===== src/rtl/chip8_bus_pkg.sv =====
// rtl/chip8_bus_pkg.sv - shared constants and types for the CHIP-8 bus arbiter
package chip8_bus_pkg;

   localparam int ADDR_W = 16;
   localparam int DATA_W = 8;
   localparam int N_REQ  = 2;

   // Requester ids: CPU core and display/DMA fetch engine
   localparam logic REQ_CPU  = 1'b0;
   localparam logic REQ_DISP = 1'b1;

   typedef enum logic [1:0] {
      IDLE   = 2'd0,
      ACCESS = 2'd1,
      RESP   = 2'd2
   } state_t;

   // Turn a requester id into its one-hot lane
   function automatic logic [1:0] id_to_onehot(input logic id);
      return id ? 2'b10 : 2'b01;
   endfunction

endpackage


===== src/rtl/chip8_rr_pick.sv =====
// rtl/chip8_rr_pick.sv - combinational 2-way round-robin selector
module chip8_rr_pick
   import chip8_bus_pkg::*;
(
   input  logic [1:0] valid,
   input  logic       last_grant,
   output logic [1:0] grant_onehot,
   output logic       grant_id
);

   // A lone requester always wins; on a tie the one not granted last time wins
   always_comb begin
      grant_onehot = 2'b00;
      grant_id     = last_grant;
      case (valid)
         2'b01: begin
            grant_onehot = id_to_onehot(REQ_CPU);
            grant_id     = REQ_CPU;
         end
         2'b10: begin
            grant_onehot = id_to_onehot(REQ_DISP);
            grant_id     = REQ_DISP;
         end
         2'b11: begin
            grant_onehot = id_to_onehot(~last_grant);
            grant_id     = ~last_grant;
         end
         default: begin
            grant_onehot = 2'b00;
            grant_id     = last_grant;
         end
      endcase
   end

endmodule


===== src/rtl/chip8_bus_arbiter.sv =====
// rtl/chip8_bus_arbiter.sv - round-robin arbiter sharing the CHIP-8 bus between CPU and display fetch
module chip8_bus_arbiter
   import chip8_bus_pkg::*;
#(
   parameter int WAIT_CYCLES = 1,
   parameter int ADDR_W      = 16,
   parameter int DATA_W      = 8
) (
   input  logic                  clk,
   input  logic                  rst_n,
   input  logic [1:0]            req_valid,
   output logic [1:0]            req_ready,
   input  logic [1:0]            req_we,
   input  logic [2*ADDR_W-1:0]   req_addr,
   input  logic [2*DATA_W-1:0]   req_wdata,
   output logic [1:0]            rsp_valid,
   output logic [DATA_W-1:0]     rsp_rdata,
   output logic                  bus_en,
   output logic                  bus_we,
   output logic [ADDR_W-1:0]     bus_addr,
   output logic [DATA_W-1:0]     bus_wdata,
   input  logic [DATA_W-1:0]     bus_rdata,
   output logic                  busy
);

   state_t              r_state;
   logic [3:0]          r_wait_cnt;
   logic                r_last_grant;
   logic                r_bus_en;
   logic                r_bus_we;
   logic [ADDR_W-1:0]   r_bus_addr;
   logic [DATA_W-1:0]   r_bus_wdata;
   logic [1:0]          r_rsp_valid;
   logic [DATA_W-1:0]   r_rsp_rdata;

   logic [1:0]          w_grant_onehot;
   logic                w_grant_id;
   logic                w_idle;
   logic [1:0]          w_ready;
   logic                w_handshake;
   logic                w_sel_we;
   logic [ADDR_W-1:0]   w_sel_addr;
   logic [DATA_W-1:0]   w_sel_wdata;

   chip8_rr_pick u_rr_pick (
      .valid        (req_valid),
      .last_grant   (r_last_grant),
      .grant_onehot (w_grant_onehot),
      .grant_id     (w_grant_id)
   );

   // Ready is offered only in IDLE and never while reset is being applied,
   // so a handshake cannot coincide with a reset edge
   assign w_idle      = (r_state == IDLE);
   assign w_ready     = (w_idle && rst_n) ? w_grant_onehot : 2'b00;
   assign w_handshake = |(req_valid & w_ready);

   // Payload of the requester that wins this cycle
   assign w_sel_we    = w_grant_id ? req_we[1] : req_we[0];
   assign w_sel_addr  = w_grant_id ? req_addr[2*ADDR_W-1:ADDR_W]    : req_addr[ADDR_W-1:0];
   assign w_sel_wdata = w_grant_id ? req_wdata[2*DATA_W-1:DATA_W]   : req_wdata[DATA_W-1:0];

   // Transaction FSM: latch on handshake, hold the bus for WAIT_CYCLES+1 cycles, then pulse the response
   always_ff @(posedge clk) begin
      if (!rst_n) begin
         r_state      <= IDLE;
         r_wait_cnt   <= 4'd0;
         r_last_grant <= 1'b1;
         r_bus_en     <= 1'b0;
         r_bus_we     <= 1'b0;
         r_bus_addr   <= '0;
         r_bus_wdata  <= '0;
         r_rsp_valid  <= 2'b00;
         r_rsp_rdata  <= '0;
      end else begin
         case (r_state)
            IDLE: begin
               if (w_handshake) begin
                  r_bus_en     <= 1'b1;
                  r_bus_we     <= w_sel_we;
                  r_bus_addr   <= w_sel_addr;
                  r_bus_wdata  <= w_sel_wdata;
                  r_last_grant <= w_grant_id;
                  r_wait_cnt   <= 4'(WAIT_CYCLES);
                  r_state      <= ACCESS;
               end
            end
            ACCESS: begin
               if (r_wait_cnt == 4'd0) begin
                  // Writes return an acknowledge only, so their data lane stays zero
                  r_bus_en    <= 1'b0;
                  r_rsp_rdata <= r_bus_we ? '0 : bus_rdata;
                  r_rsp_valid <= id_to_onehot(r_last_grant);
                  r_state     <= RESP;
               end else begin
                  r_wait_cnt  <= r_wait_cnt - 4'd1;
               end
            end
            RESP: begin
               r_rsp_valid <= 2'b00;
               r_rsp_rdata <= '0;
               r_state     <= IDLE;
            end
            default: begin
               r_state <= IDLE;
            end
         endcase
      end
   end

   assign req_ready = w_ready;
   assign rsp_valid = r_rsp_valid;
   assign rsp_rdata = r_rsp_rdata;
   assign bus_en    = r_bus_en;
   assign bus_we    = r_bus_we;
   assign bus_addr  = r_bus_addr;
   assign bus_wdata = r_bus_wdata;
   assign busy      = (r_state != IDLE);

endmodule

===== config.mk =====
export PLATFORM = sky130hd
export DESIGN_NAME = chip8_bus_arbiter
export DESIGN_NICKNAME = d
export VERILOG_FILES = /design/src/rtl/chip8_bus_pkg.sv /design/src/rtl/chip8_rr_pick.sv /design/src/rtl/chip8_bus_arbiter.sv
export SDC_FILE = /design/constraint.sdc
export NUM_CORES = 1
export LEC_CHECK = 0
export ABC_AREA = 0
export CAP_MARGIN = 20
export CORE_MARGIN = 2
export CORE_UTILIZATION = 45
export CTS_CLUSTER_DIAMETER = 50
export DETAILED_ROUTE_END_ITERATION = 8
export DONT_BUFFER_PORTS = 1
export PLACE_DENSITY = 0.6
export SETUP_SLACK_MARGIN = 0.1
export SKIP_LAST_GASP = 1
export SLEW_MARGIN = 20
export SYNTH_ARGS = -nofsm -noshare
export SYNTH_HDL_FRONTEND = slang
export SYNTH_HIERARCHICAL = 1
export SYNTH_SLANG_ARGS = --single-unit

===== constraint.sdc =====
create_clock -name clk -period 1.5 [get_ports clk]
set_input_delay 0.3 -clock clk [delete_from_list [all_inputs] [get_ports clk]]
set_output_delay 0.3 -clock clk [all_outputs]
set_load 0.01 [all_outputs]

---- Word-level counts from Yosys, hierarchy flattened ----
Cells that the tools add are included.
W data, S select, Z words.
storage, ports and cells
  register bits ........................... 43
  output and inout port bits .............. 39
  logic and storage cells ................. 54
cells by class
  add/subtract/negate cells ............... 1
  equality and inequality tests ........... 8
  muxes and demuxes ....................... 22
  bitwise logic cells ..................... 2
  reduce and logical (&&, ||, !) cells .... 12
operators by type and width
  kind                   number
  $mux W8                3
  $mux W16               1
  $pmux W8 S2            1
  $mux W2                6
  $mux W4                2
  $pmux W2 S2            2
  $pmux W4 S2            1
  $eq A2 B2 Y1 const B   3
  $pmux W2 S3            1
  $reduce_and A2 Y1      3
  $reduce_and A3 Y1      2
  $reduce_bool A2 Y1     3
  $eq A2 B1 Y1 const B   2
  $logic_not A4 Y1       1
  $ne A2 B2 Y1 const B   2
  $sub A4 B1 Y4 const B  1
  $mux W1                3
  $pmux W1 S3            1
  $and A2 B2 Y2          1
  $logic_not A2 Y1       1
  $ne A2 B1 Y1 const B   1
  $pmux W1 S2            1
  $reduce_or A2 Y1       1
  $logic_and A1 B1 Y1    1
  $not A1 Y1             1

---- Depth between registers and ports, before layout ----
  depth in word-level cells ............... 7
  mapped depth ............................ 7

---- Hierarchy ----
Netlist, hierarchy kept.
modules (own cells, without submodules)
  module             times used  cells an instance  area each (um^2)  seq. area each (um^2)
  chip8_bus_arbiter  1           188                1921.8            860.8
  chip8_rr_pick      1           5                  28.8              0.0

---- Least setup slack after synthesis ----
Ideal clock, no wire load.
  kind .................................... register to register
  start point ............................. reg r_last_grant
  end point ............................... reg r_bus_addr[15], in the netlist bus_addr[15]
  setup time .............................. 0.086 ns
  arrival ................................. 1.439 ns
  required time ........................... 1.414 ns
  slack ................................... -0.024 ns
  stages on the path, launching flop included .. 8
  clock period less this slack ............ 1.524 ns
  cells stage by stage .................... dfxtp_1 nand2b_1 and2_1 a22o_1 buf_2 clkbuf_1 a21oi_1 a211oi_1
on the way
  word-level cells in the longest chain between the ends .. 6
  elaborated cells between the ends (all ways) .. 9
  those cells by class .................... mux (5); bitwise (2); reduce/logical (2)
RTL lines
  what                                RTL line                 text
  start: declaration                  chip8_bus_arbiter.sv:28  logic r_last_grant;
  start signal: assignment            chip8_bus_arbiter.sv:83  r_last_grant <= w_grant_id;
  $mux W2                             chip8_bus_pkg.sv:20      return id ? 2'b10 : 2'b01;
  $pmux W2 S3                         chip8_rr_pick.sv:15      case (valid)
  net w_grant_onehot[0]               chip8_bus_arbiter.sv:36  logic [1:0] w_grant_onehot;
  $mux W2                             chip8_bus_arbiter.sv:55  assign w_ready = (w_idle && rst_n) ? w_grant_onehot : 2'b00;
  $and A2 B2 Y2                       chip8_bus_arbiter.sv:56  assign w_handshake = |(req_valid & w_ready);
  $reduce_or A2 Y1                    chip8_bus_arbiter.sv:56
  $reduce_and A2 Y1 (no source line)  --
  end signal: assignment              chip8_bus_arbiter.sv:81  r_bus_addr <= w_sel_addr;
  end: declaration                    chip8_bus_arbiter.sv:31  logic [ADDR_W-1:0] r_bus_addr;
The timed path passes the listed nets, and every way through them passes these cells.
A chain may end at the register's enable or synchronous reset.

---- Worst setup path after layout ----
  start point ............................. reg r_wait_cnt[0]
  end point ............................... reg r_wait_cnt[0]
on the way
  word-level cells in the longest chain between the ends .. 3
  elaborated cells between the ends (all ways) .. 6
  those cells by class .................... add/sub (1); eq/ne (1); mux (2); reduce/logical (2)
RTL lines
  what                                                      RTL line                                          text
  start: declaration                                        chip8_bus_arbiter.sv:27                           logic [3:0] r_wait_cnt;
  start signal: assignment                                  chip8_bus_arbiter.sv:84                           r_wait_cnt <= 4'(WAIT_CYCLES);
  start signal: assignment                                  chip8_bus_arbiter.sv:96                           r_wait_cnt <= r_wait_cnt - 4'd1;
  $sub A4 B1 Y4 / $logic_not A4 Y1 (equally long branches)  chip8_bus_arbiter.sv:96, chip8_bus_arbiter.sv:89
  $mux W4 / $ne A2 B2 Y1 (equally long branches)            --
  $pmux W4 S2 / $reduce_and A3 Y1 (equally long branches)   --
Parallel ways exist; a longest one is shown, timed or not. The select of a mux whose other input is x is not followed.

==> flow_summary_export.csv <==
group,metric,value,unit
yosys,netlist_instances,193,
placement,portBuffers,0,
finish,final_core_util,67.2,%
grt,grt_pass1_vias,1684,
yosys,async_reset_ff_share,0,%
setup_path,path_buf_inv,2,
grt,grt_usage,21.4,%
timing,max_freq,673,MHz
yosys,syn_nets,257,
run_status,status,"complete, no violations",
pwr,peakVddDrop,569,uV
grt,grt_overflow_total,0,
grt,grt_max_degree,21,
floorplanning,io-pin-count,101,
timing,post-route-period-util,99.1,%
timing,setup_violations,0,
finish,syn2layout_area_growth,40.9,%
timing,rsz0062_at_grt,"true",
timing,fin_worst_hold_slack,0.101,ns
setup_path,max_stage_delay,0.41,ns
job,maxCapViolCount,0,
route,drtIter0Drc,77,
timing,fin_tns_setup,0,ns
yosys,synth-seq-area-share,44.1,%
timing,tightest_slew,0.378,ns
yosys,synth_seq_cells,43,
finish,fill_cells,282,
yosys,synth_top_area_cell,"dfxtp_1",
setup_path,critPathArrivalTime,1.72,ns
setup_path,worstPathCellList,"inv_4 -> ha_4 -> or3b_4 -> buf_6 -> a31oi_4 -> o21a_1",
setup_path,start_kind,"flop",
pwr,cellPowerDensity,995,nW/um^2
setup_path,critPathTopFamily,"simple AND/OR/NAND/NOR gates",
clocking,clockBufferDepth,2,
yosys,yosysWarnings,6,
yosys,synth_top_area_share,44.1,%
floorplanning,initial_core_util,47.7,%
finish,design_area,2750,sq um
timing,slew_viol_final,0,
setup_path,required,1.73,ns
yosys,synth_ff_type,"dfxtp_1",
route,drc,0,
placement,gp_congestion,0.894,
setup_path,cpMaxStageDelayCell,"or3b_4",
pwr,power_leakage,0.000994,uW
grt,gr-usage-met2,36.4,%
grt,antenna_found_initial,0,
yosys,syn_avg_cell_area,10.1,sq um
clocking,cts_max_level,2,
floorplanning,coreArea,4090,sq um
finish,layout.nets,274,
worst_hold_path,min_path_type,"primary input to flop",
grt,grt_util_met3,6.69,%
clocking,clkSinkCount,43,
yosys,synth_top_cells_by_area,"dfxtp_1 (44%), mux2i_1 (13%), a211oi_1 (9.6%)",
grt,busiest_layer,"met2",
pwr,p_total,2730,uW
finish,drive_gt1_share,54.0,%
timing,finalHoldViolCount,0,
clocking,hold_buffers,0,
clocking,cts_tree,"yes",
floorplanning,die_h,69.8,um
grt,grtUsageMet1,25.2,%
setup_path,r2r_slack,0.01,ns
yosys,synth_cell_types,40,
floorplanning,row_count,23,
setup_path,worstPathMaxFanout,5,
route,wl_per_cell,21.6,um
setup_path,path_class,"flop to flop",
grt,grt_pass1_wl,8.31,mm
route,vias,1703,
setup_path,end_kind,"flop",
finish,antenna_cells,0,
route,firstDrtPassIters,4,
clocking,numCtsBuffers,5,
clocking,clockRootBuffer,"clkbuf_8",
route,antenna_left,0,
clocking,clk_pin_slew_worst_paths,0.08,ns
route,wl,5.63,mm
placement,placed_area,2140,sq um
floorplanning,die_w,69.8,um
timing,relSlewSlack,74.6,%
floorplanning,die_area,4880,sq um
clocking,clk_latency,0.29,ns
placement,dp_hpwl,3.41,mm
route,vias_per_cell,6.52,
timing,fin_crit,1.49,ns
yosys,syn_area,1950,sq um
yosys,synth-edff-count,0,
timing,clock_skew,0.00280,ns
-- what timing repair did --
item / in CTS / in global routing
pin swaps: 5 / 14
setup endpoints to repair: 44 / 44
gates cloned: 1 / 3
buffers inserted: 4 / 4
resized for setup: 38 / 43
-- area by class of cell --
| class | count | area [sq um] | share of cell area [%] |
|---|---|---|---|
| timing repair buffer | 26 | 342 | 12.4 |
| clock inverter | 2 | 12.5 | 0.455 |
| multi-input combinational | 129 | 1370 | 49.8 |
| sequential | 43 | 868 | 31.6 |
| inverter | 5 | 21.3 | 0.774 |
| clock buffer | 6 | 72.6 | 2.64 |
| tap | 50 | 62.6 | 2.28 |
-- cell usage in the layout, fill, tap and decap left out, types with 2 or more instances in the layout --
cell type,n
a211oi_2,18
mux2i_1,19
mux2i_2,4
o211ai_1,2
a21oi_1,5
buf_6,3
dfxtp_1,39
a21oi_4,4
and2_4,3
a22o_1,10
nor2b_1,2
or3b_4,2
inv_2,3
mux2i_4,2
dfxtp_2,3
buf_12,5
buf_4,14
nand2_1,2
clkbuf_8,5
a21oi_2,18
a211oi_1,7
clkbuf_16,3
-- cell families after synthesis --
family	Yosys count	synth area share, %
buffers and inverters	21	5.32
multiplexers	25	12.8
flip-flops	43	44.1
AND/OR/NAND/NOR	25	9.56
adder cells (fa/ha/maj)	2	1.28
AO/OA/AOI/OAI	77	26.9
-- registers in the layout (all words and copies together) (netlist names), 2 cells and up --
name,count
bus_addr,16
bus_wdata,8
r_state,2
r_wait_cnt,4
rsp_rdata,8
rsp_valid,2
-- synth_stat cells, drive strengths merged (3+ instances only) --
cell type  number
buf             9
clkbuf          7
a211oi         26
dfxtp          43
a21oi          27
mux2i          25
inv             5
and2            3
nand2           4
a22o           11
-- worst reg2reg max path: stages, from the launching register on --
cell	delay, ns
dfxtp_4	0.37
inv_4	0.07
ha_4	0.13
or3b_4	0.41
buf_6	0.16
a31oi_4	0.14
o21a_1	0.15
-- layer usage --
metal  wire [um]  vias to the layer above
li1            -                      772
met1        2190                      833
met2        2920                       86
met3         422                       12
met4          99                        0
met5           0                        -
-- report_power, final --
| group | leakage [uW] | switching (uW) | total, uW | internal [uW] |
|---|---|---|---|---|
| registers | 0.000352 | 98.1 | 1310 | 1210 |
| logic | 0.000601 | 350 | 702 | 352 |
| clock network | 0.0000412 | 392 | 718 | 326 |
| total | 0.000994 | 840 | 2730 | 1890 |
-- worst paths after layout --
| kind | to | cells after the start | startpoint |
|---|---|---|---|
| hold reg to reg | bus_en | 2 | bus_en |
| setup reg to reg | r_wait_cnt[0] | 6 | r_wait_cnt[0] |
| hold / removal | r_last_grant | 1 | rst_n |
| setup / recovery | r_wait_cnt[0] | 6 | r_wait_cnt[0] |
-- through the flow --
step | instances | setup slack, ns
after floorplan | 193 | 0.00423
final | 261 | 0.0134
after global routing | 261 | -0.0432
after detailed placement | 241 | -0.113
after CTS | 254 | 0.0264
after global placement | 241 | -0.0109
No activity file was read; power rests on OpenSTA's default activity.
